### src/rtl/truth_table_sweeper_pkg.sv
// -----------------------------------------------------------------------------
// truth_table_sweeper_pkg
// Shared definitions for the truth-table sweeper family: FSM state encoding,
// vector count / index width, and a helper that deposits one captured gate
// output bit into a truth-table word.
// -----------------------------------------------------------------------------
package truth_table_sweeper_pkg;

    // Number of input vectors for a 3-input gate and the index width to walk them.
    localparam int N_VEC = 8;
    localparam int IDX_W = 3;

    // Sweep FSM states; encodings are fixed so external debug taps stay stable.
    typedef enum logic [1:0] {
        ST_IDLE   = 2'd0,
        ST_SETTLE = 2'd1,
        ST_SAMPLE = 2'd2,
        ST_FINISH = 2'd3
    } sweep_state_e;

    // Return tbl with bit idx replaced by bit_val.
    function automatic logic [N_VEC-1:0] table_insert(
        input logic [N_VEC-1:0] tbl,
        input logic [IDX_W-1:0] idx,
        input logic             bit_val
    );
        logic [N_VEC-1:0] t;
        t      = tbl;
        t[idx] = bit_val;
        return t;
    endfunction

endpackage : truth_table_sweeper_pkg

### src/rtl/truth_table_sweeper_settle.sv
// -----------------------------------------------------------------------------
// settle_timer
// Counts the cycles a stimulus vector has been held. The count restarts on
// clr, advances on en, and expire flags the last settle cycle
// (count == SETTLE-1) so the owner can move on at the next edge.
//
// Ports:
//   clk    in  1  rising-edge clock
//   rst_n  in  1  synchronous active-low reset (count -> 0)
//   clr    in  1  restart the count at 0 (has priority over en)
//   en     in  1  advance the count by one
//   expire out 1  current count is the final settle cycle
// -----------------------------------------------------------------------------
module settle_timer #(
    parameter int SETTLE = 1
) (
    input  logic clk,
    input  logic rst_n,
    input  logic clr,
    input  logic en,
    output logic expire
);

    // Wide enough to hold SETTLE itself: the count steps once past SETTLE-1
    // on the expiring cycle before the owner clears it.
    localparam int CNT_W = $clog2(SETTLE + 1);

    logic [CNT_W-1:0] cnt_q;
    logic [CNT_W-1:0] cnt_d;

    // Next-count selection: clear beats enable, otherwise hold.
    always_comb begin
        cnt_d = cnt_q;
        if (clr) begin
            cnt_d = {CNT_W{1'b0}};
        end else if (en) begin
            cnt_d = cnt_q + CNT_W'(1);
        end else begin
            cnt_d = cnt_q;
        end
    end

    // Count register with synchronous reset.
    always_ff @(posedge clk) begin
        if (!rst_n) begin
            cnt_q <= {CNT_W{1'b0}};
        end else begin
            cnt_q <= cnt_d;
        end
    end

    assign expire = (cnt_q == CNT_W'(SETTLE - 1));

endmodule : settle_timer

### src/rtl/truth_table_sweeper.sv
// -----------------------------------------------------------------------------
// truth_table_sweeper
// Drives a 3-input combinational gate through vectors 000..111, holds each
// vector for SETTLE cycles plus one sample cycle, captures the gate output
// into an 8-bit truth table and compares it against a reference latched at
// start.
//
// Ports:
//   clk        in  1  rising-edge clock
//   rst_n      in  1  synchronous active-low reset
//   start      in  1  sweep request, honoured only in IDLE
//   expected   in  8  reference table, latched on accepted start
//   d          in  1  gate output under test
//   a, b, c    out 1  gate inputs; {a,b,c} is the current vector index
//   busy       out 1  sweep in progress (cycle after start through FINISH)
//   done       out 1  one-cycle pulse during FINISH
//   pass       out 1  table_out matched the reference (valid from FINISH)
//   table_out  out 8  captured table, bit i = d observed at vector i
// -----------------------------------------------------------------------------
module truth_table_sweeper
    import truth_table_sweeper_pkg::*;
#(
    parameter int SETTLE = 1
) (
    input  logic             clk,
    input  logic             rst_n,
    input  logic             start,
    input  logic [N_VEC-1:0] expected,
    input  logic             d,
    output logic             a,
    output logic             b,
    output logic             c,
    output logic             busy,
    output logic             done,
    output logic             pass,
    output logic [N_VEC-1:0] table_out
);

    sweep_state_e     state_q, state_d;
    logic [IDX_W-1:0] idx_q,   idx_d;
    logic [N_VEC-1:0] table_q, table_d;
    logic [N_VEC-1:0] exp_q,   exp_d;
    logic             busy_q,  busy_d;
    logic             done_q,  done_d;
    logic             pass_q,  pass_d;

    logic             timer_clr_s;
    logic             timer_en_s;
    logic             timer_expire_s;
    logic [N_VEC-1:0] table_final_s;

    settle_timer #(
        .SETTLE (SETTLE)
    ) u_settle_timer (
        .clk    (clk),
        .rst_n  (rst_n),
        .clr    (timer_clr_s),
        .en     (timer_en_s),
        .expire (timer_expire_s)
    );

    // Table including the bit being sampled this cycle; lets pass be
    // registered together with the last capture so it is valid in FINISH.
    assign table_final_s = table_insert(table_q, idx_q, d);

    // Next-state and datapath control for the sweep.
    always_comb begin
        state_d     = state_q;
        idx_d       = idx_q;
        table_d     = table_q;
        exp_d       = exp_q;
        busy_d      = busy_q;
        done_d      = 1'b0;
        pass_d      = pass_q;
        timer_clr_s = 1'b0;
        timer_en_s  = 1'b0;

        case (state_q)
            ST_IDLE: begin
                if (start) begin
                    state_d     = ST_SETTLE;
                    idx_d       = {IDX_W{1'b0}};
                    table_d     = {N_VEC{1'b0}};
                    pass_d      = 1'b0;
                    exp_d       = expected;
                    busy_d      = 1'b1;
                    timer_clr_s = 1'b1;
                end else begin
                    state_d = ST_IDLE;
                    busy_d  = 1'b0;
                end
            end

            ST_SETTLE: begin
                timer_en_s = 1'b1;
                if (timer_expire_s) begin
                    state_d = ST_SAMPLE;
                end else begin
                    state_d = ST_SETTLE;
                end
            end

            ST_SAMPLE: begin
                table_d     = table_final_s;
                timer_clr_s = 1'b1;
                if (idx_q == IDX_W'(N_VEC - 1)) begin
                    // Index stays at 111 so a/b/c hold the last vector.
                    state_d = ST_FINISH;
                    done_d  = 1'b1;
                    pass_d  = (table_final_s == exp_q);
                end else begin
                    state_d = ST_SETTLE;
                    idx_d   = idx_q + IDX_W'(1);
                end
            end

            ST_FINISH: begin
                state_d = ST_IDLE;
                busy_d  = 1'b0;
            end

            default: begin
                // Unreachable encoding: recover to a quiet IDLE.
                state_d     = ST_IDLE;
                busy_d      = 1'b0;
                timer_clr_s = 1'b1;
            end
        endcase
    end

    // State and datapath registers with synchronous reset; a reset mid-sweep
    // discards the partial table.
    always_ff @(posedge clk) begin
        if (!rst_n) begin
            state_q <= ST_IDLE;
            idx_q   <= {IDX_W{1'b0}};
            table_q <= {N_VEC{1'b0}};
            exp_q   <= {N_VEC{1'b0}};
            busy_q  <= 1'b0;
            done_q  <= 1'b0;
            pass_q  <= 1'b0;
        end else begin
            state_q <= state_d;
            idx_q   <= idx_d;
            table_q <= table_d;
            exp_q   <= exp_d;
            busy_q  <= busy_d;
            done_q  <= done_d;
            pass_q  <= pass_d;
        end
    end

    // The index register is the stimulus vector: a is its MSB, c its LSB.
    assign a         = idx_q[2];
    assign b         = idx_q[1];
    assign c         = idx_q[0];
    assign busy      = busy_q;
    assign done      = done_q;
    assign pass      = pass_q;
    assign table_out = table_q;

endmodule : truth_table_sweeper

### config.mk
export PLATFORM = sky130hd
export DESIGN_NAME = truth_table_sweeper
export DESIGN_NICKNAME = d
export VERILOG_FILES = /design/src/rtl/truth_table_sweeper_pkg.sv /design/src/rtl/truth_table_sweeper_settle.sv /design/src/rtl/truth_table_sweeper.sv
export SDC_FILE = /design/constraint.sdc
export NUM_CORES = 1
export LEC_CHECK = 0
export CAP_MARGIN = 5
export CORE_AREA = 2 2 60 62
export DETAILED_ROUTE_END_ITERATION = 6
export DIE_AREA = 0 0 62 64
export DONT_BUFFER_PORTS = 1
export SETUP_SLACK_MARGIN = 0.4
export SLEW_MARGIN = 5
export SYNTH_ARGS = -nofsm -noshare
export SYNTH_HDL_FRONTEND = slang
export SYNTH_SLANG_ARGS = --single-unit
### constraint.sdc
create_clock -name clk -period 3.3 [get_ports clk]
set_input_delay 0.66 -clock clk [delete_from_list [all_inputs] [get_ports clk]]
set_output_delay 0.66 -clock clk [all_outputs]
set_load 0.005 [all_outputs]
==> results of run 1 <==
[registers in the layout, indices dropped and copies added, names as in the netlist]
register              count
table_out                 8
done                      1
busy                      1
exp_q                     8
state_q                   2
pass                      1
u_settle_timer.cnt_q      1
idx_q                     3
[cell families (layout without fill, tap and decap cells)]
family,Yosys count,count (layout),synth area share (%)
xor+xnor,8,8,4.70
flops,25,25,33.6
simple gates,75,75,27.7
mux,5,5,3.36
compound gates,47,47,20.0
buf+inv,19,13,5.70
fa+ha+maj,6,6,5.03
[final timing paths]
path	end	slack [ns]	depth (start not counted)
worst max-delay path	pass	0.72	6
worst max register to register	pass	0.72	6
worst min-delay path	table_out[1]	0.44	1
worst min register to register	pass	0.52	2
[stage by stage]
step	total power, mW	util (%)	instances
final	0.547	46.6	225
after global routing	0.581	46.6	225
after CTS	0.554	46.6	225
after detailed placement	0.403	45.6	221
after global placement	0.400	45.6	221
after floorplan	0.394	-	185
[power by group through the flow]
stage          sequential (mW)  combinational, mW  clock, mW
2_1_floorplan            0.327             0.0663          0
3_3_place_gp             0.331             0.0688          0
3_5_place_dp             0.332             0.0710          0
4_1_cts                  0.325             0.0713      0.158
5_1_grt                  0.328             0.0826      0.171
6_report                 0.326             0.0702      0.151
[worst register-to-register path: stages, from the launching register on]
cell	delay [ns]
dfxtp_1	0.73
ha_1	0.26
ha_1	0.25
nand2_1	0.13
or4_1	0.52
or4_1	0.40
o31ai_1	0.23
[final cells by class]
class	count	area, µm²
inverter	9	33.8
multi-input combinational	141	906
tap	46	57.6
clock inverter	1	8.76
clock buffer	3	22.5
fill	353	1760
sequential	25	500
[routing by layer]
layer  part of all wire (%)  vias to the layer above
met5                      0                        -
met2                     45                       26
met4                   0.76                        0
li1                       -                      638
met3                    5.7                        4
met1                     48                      576
[synth_stat cells, types with 2 or more instances]
| library cell | count |
|---|---|
| xnor2_1 | 4 |
| nand3b_1 | 3 |
| o22ai_1 | 4 |
| and3b_1 | 2 |
| nor2_1 | 5 |
| or4_1 | 2 |
| a21oi_1 | 10 |
| a31oi_1 | 2 |
| nand3_1 | 3 |
| dfxtp_1 | 25 |
| nand2b_1 | 4 |
| buf_2 | 2 |
| nor2b_1 | 8 |
| a22oi_1 | 6 |
| ha_1 | 6 |
| a21boi_0 | 8 |
| o21ai_0 | 11 |
| clkbuf_1 | 5 |
| nor3b_1 | 5 |
| mux2i_1 | 5 |
| and3_1 | 3 |
| xor2_1 | 4 |
| nand2_1 | 28 |
| inv_1 | 9 |
| and2_1 | 6 |
[layout by cell type (no fill, tap or decap), types with 2 or more instances in the layout]
cell type,netlist,layout
a21oi_1,10,10
clkbuf_4,0,3
a21boi_0,8,8
inv_1,9,9
and3_1,3,3
nand3b_1,3,3
o22ai_1,4,4
xnor2_1,4,4
dfxtp_1,25,25
a22oi_1,6,6
and3b_1,2,2
or4_1,2,2
and2_1,6,6
xor2_1,4,4
mux2i_1,5,5
nor2_1,5,5
nor3b_1,5,5
ha_1,6,6
a31oi_1,2,2
o21ai_0,11,11
nand3_1,3,3
nor2b_1,8,8
nand2b_1,4,4
nand2_1,28,28
==> results by group, run 1 <==
CTS
  – Resized Gates After CTS: 0
  – CTS max path bufs: 2
  – CTS tree: built
  – # Post-CTS Setup Buffers: 0
  – Clk_lat worst skew: 0.34 ns
  – H-tree depth: 1
  – Total clock sinks: 25
  – Root Driver: clkbuf_4
  – Hold Buf Count CTS: 0
  – Clock Pin Slew Worst Setup and Hold Paths: 0.16 ns
  – CTS Buf Count: 3

Worst setup path
  – CP top delay family: simple AND/OR/NAND/NOR gates
  – Slowest cell on crit path: dfxtp_1
  – Worst setup path class: flip-flop to flip-flop
  – CP Capture Type: flip-flop
  – Worst path cell trace: ha_1 > ha_1 > nand2_1 > or4_1 > or4_1 > o31ai_1
  – Crit Path Max Fanout: 17
  – Max stage delay on crit path: 0.73 ns
  – WP buf/inv: 0
  – CP startpoint kind: flip-flop
  – R2R Path Start: idx_q[1]
  – Worst Path Arrival: 2.83 ns
  – CP Launch Point: idx_q[1]
  – Req. time, crit path: 3.55 ns

Die
  – Rows: 21
  – Core Region: 3280 µm²
  – Die area: 3970 µm²
  – Die W: 62 µm
  – Starting Density: 45.4%
  – I/O pin total: 26
  – Die height: 64 µm

Place
  – HPWL Detailed: 2430 µm
  – Port Buf Inserts: 0
  – RD Place Congestion: 0.785
  – Area after DPL: 1500 µm²
  – Dpl ws: 0.770 ns

Global routing
  – First-pass GRT wire length: 5640 µm
  – GR Util met2: 27.1%
  – GRT Residual Overflow: 0
  – Met3 usage: 5.26%
  – Vias in the first global route: 1168
  – GRT Util Overall: 18.7%
  – Largest net degree at the start of global routing: 26
  – Most used routing layer: met1
  – Initial antenna violation count: 0
  – Met1 Use GR: 27.2%

Yosys
  – Synthesized area per cell: 8.06 µm²
  – Post-synth top area share: 33.6%
  – Register area share after synthesis: 33.6%
  – Warnings, synthesis: 0
  – Post-synth cell types: 40
  – Share of flip-flops with an asynchronous set or reset: 0%
  – Top post-synthesis cells by area: dfxtp_1, nand2_1, ha_1
  – Post-synth EDFFs: 0
  – #FFs+latches synth: 25
  – Gate Count Post-Synth: 185
  – Top_reg_cell synth: dfxtp_1
  – Synthesized cell area: 1490 µm²
  – Largest area contributor in the netlist: dfxtp_1
  – Syn_nets: 203

STA
  – Worst slew pin tran: 0.600 ns
  – Fin crit share: 78.2%
  – Final Slew Violations: 0
  – Hold_ws: 0.441 ns
  – FMAX: 388 MHz
  – Final setup viols: 0
  – Max_slew headroom: 59.6%
  – Hold Violations, Final: 0
  – TNS Setup: 0 ns
  – Unrepaired setup endpoints after global routing: no
  – Fin crit period: 2.58 ns
  – Worst setup margin: 0.720 ns
  – Worst Clk Skew: 0.0146 ns

Power and ir drop
  – Leak: 0.558 nW
  – Clock share of power: 27.6%
  – VDD IR max: 0.180 mV
  – NetSw: 0.154 mW
  – Reg power frac: 59.6%
  – Internal power: 0.392 mW
  – Pwr Density: 358 nW/µm²
  – Sw Ratio: 28.2%
  – Logic pwr share: 12.8%

Routing
  – DRT Pass-1 Iters: 4
  – Via density: 5.53
  – Via count: 1244
  – DRT iter0 DRCs: 48
  – Final wirelength: 3290 µm
  – DRC: 0
  – Number of routed nets with antenna violations: 0
  – Wire per inst: 14.6 µm

Final layout
  – Nets@finish: 198
  – Final Cell Area: 1530 µm²
  – Share of layout cells above drive strength 1: 3.91%
  – Ant. Diodes: 0
  – Synth-to-Final Area Change: 2.52%

Min path
  – Worst Hold Class: input port to flip-flop
  – Hold path start: rst_n

Run
  – Maximum capacitance violations: 0

Run status
  – Status: finished, final reports clean
Note: power is estimated with default switching activity, not from simulation.
==> run 2, diff against run 1 <==
==> constraint.sdc (replaced) <==
create_clock -name clk -period 2.55 [get_ports clk]
set_input_delay 0.51 -clock clk [delete_from_list [all_inputs] [get_ports clk]]
set_output_delay 0.51 -clock clk [all_outputs]
set_load 0.005 [all_outputs]
==> results by group, run 2 (synthesis results as in run 1) <==
Routing
  – Via density: 5.62 (was 5.53)
  – Wire per inst: 15.0 µm (was 14.6 µm)
  – DRT Pass-1 Iters: 4 (unchanged)
  – DRT iter0 DRCs: 85 (was 48)
  – Final wirelength: 3420 µm (was 3290 µm)
  – Via count: 1281 (was 1244)
  – Number of routed nets with antenna violations: 0 (unchanged)
  – DRC: 0 (unchanged)

STA
  – Hold_ws: 0.285 ns (was 0.441 ns)
  – Fin crit period: 2.05 ns (was 2.58 ns)
  – TNS Setup: 0 ns (unchanged)
  – Hold Violations, Final: 0 (unchanged)
  – Worst slew pin tran: 0.607 ns (was 0.600 ns)
  – Worst setup margin: 0.499 ns (was 0.720 ns)
  – Fin crit share: 80.4% (was 78.2%)
  – FMAX: 488 MHz (was 388 MHz)
  – Max_slew headroom: 59.1% (was 59.6%)
  – Final Slew Violations: 0 (unchanged)
  – Worst Clk Skew: 0.0108 ns (was 0.0146 ns)
  – Unrepaired setup endpoints after global routing: no (unchanged)
  – Final setup viols: 0 (unchanged)

CTS
  – Hold Buf Count CTS: 0 (unchanged)
  – H-tree depth: 1 (unchanged)
  – CTS tree: built (unchanged)
  – Root Driver: clkbuf_4 (unchanged)
  – CTS Buf Count: 3 (unchanged)
  – Total clock sinks: 25 (unchanged)
  – Clock Pin Slew Worst Setup and Hold Paths: 0.16 ns (about the same)
  – CTS max path bufs: 2 (unchanged)
  – Clk_lat worst skew: 0.34 ns (about the same)

Place
  – Port Buf Inserts: 0 (unchanged)
  – Dpl ws: 0.334 ns (was 0.770 ns)
  – HPWL Detailed: 2460 µm (was 2430 µm)
  – RD Place Congestion: 0.793 (was 0.785)

Final layout
  – Core Util, Final: 48.7% (was 46.6%)
  – Nets@finish: 201 (was 198)
  – Ant. Diodes: 0 (unchanged)
  – Commonest non-fill, non-tap cell in the layout: nand2_1 (unchanged)
  – Most frequent cells in the layout: nand2_1, dfxtp_1, o21ai_0, a21oi_1, inv_1 (unchanged)
  – Share of layout cells above drive strength 1: 9.89% (was 3.91%)
  – Fill count: 324 (was 353)
  – Synth-to-Final Area Change: 7.30% (was 2.52%)

Global routing
  – GRT Util Overall: 18.3% (was 18.7%)
  – Vias in the first global route: 1199 (was 1168)
  – GRT Residual Overflow: 0 (unchanged)
  – Largest net degree at the start of global routing: 26 (unchanged)
  – Initial antenna violation count: 0 (unchanged)
  – First-pass GRT wire length: 5520 µm (was 5640 µm)

Die
  – I/O pin total: 26 (unchanged)
  – Die height: 64 µm (unchanged)
  – Starting Density: 45.4% (unchanged)
  – Rows: 21 (unchanged)
  – Die W: 62 µm (unchanged)
  – Core Region: 3280 µm² (unchanged)
  – Die area: 3970 µm² (unchanged)

Power and ir drop
  – Sw Ratio: 28.8% (was 28.2%)
  – Leak: 0.584 nW (was 0.558 nW)
  – Reg power frac: 58.8% (was 59.6%)
  – VDD IR max: 0.278 mV (was 0.180 mV)
  – Clock share of power: 27.2% (was 27.6%)
  – Logic pwr share: 14.0% (was 12.8%)
  – NetSw: 0.206 mW (was 0.154 mW)
  – Pwr Density: 447 nW/µm² (was 358 nW/µm²)
  – Internal power: 0.509 mW (was 0.392 mW)

Worst setup path
  – Worst Path Arrival: 2.32 ns (was 2.83 ns)
  – Req. time, crit path: 2.82 ns (was 3.55 ns)
  – Crit Path Max Fanout: 15 (was 17)
  – CP startpoint kind: flip-flop (unchanged)
  – CP Capture Type: flip-flop (unchanged)
  – Worst setup path class: flip-flop to flip-flop (unchanged)

Run status
  – Status: finished, final reports clean (unchanged)

Run
  – Maximum capacitance violations: 0 (unchanged)

Min path
  – Worst Hold Class: input port to flip-flop (unchanged)
## run 2: stage by stage
step	power, mW	cells	instance area [µm²]
5_1_grt	0.750	228	1600
2_1_floorplan	0.510	185	1490
3_3_place_gp	0.518	224	1520
6_report	0.715	228	1600
3_5_place_dp	0.521	224	1520
4_1_cts	0.709	228	1560
## run 2: cell type report
cell class / count / area, µm² / share of cell area, %
clock buffers: 3 / 22.5 / 1.41
clock inverters: 1 / 5.00 / 0.313
inverters: 9 / 33.8 / 2.11
multi-input cells: 141 / 953 / 59.6
flip-flops and latches: 25 / 505 / 31.6
well taps: 46 / 57.6 / 3.60
repair buffers: 3 / 22.5 / 1.41
## run 2: critical path, stage by stage, from the launching register on
cell and delay (ns):
dfxtp_2 0.37, buf_4 0.19, nand3b_2 0.24, mux2i_1 0.14
or4_1 0.47, or4_1 0.40, o31ai_1 0.18
## run 2: power groups by stage
stage | registers [mW] | logic, mW | clock network [mW]
after floorplan | 0.424 | 0.0858 | 0
after global placement | 0.428 | 0.0899 | 0
after detailed placement | 0.429 | 0.0921 | 0
after CTS | 0.420 | 0.0951 | 0.194
after global routing | 0.423 | 0.116 | 0.212
final | 0.420 | 0.100 | 0.194
## run 2: what timing repair did
item,4_1_cts,5_1_grt
gates resized for setup,3,9
setup endpoints to repair,1,3
buffers inserted,0,0
pin swaps,0,1
## run 2: worst paths after layout
kind	startpoint	to	slack [ns]	depth (start not counted)
max reg2reg	idx_q[1]	pass	0.50	6
max	idx_q[1]	pass	0.50	6
min reg2reg	exp_q[0]	exp_q[0]	0.51	2
min	rst_n	table_out[2]	0.28	1
## run 2: metal layers
layer	GRT usage, %	vias to the layer above	wire (µm)
met2	27.3	44	1550
li1	-	639	-
met1	26.3	593	1560
met4	4.79	0	40
met5	0	-	0
met3	4.05	5	272
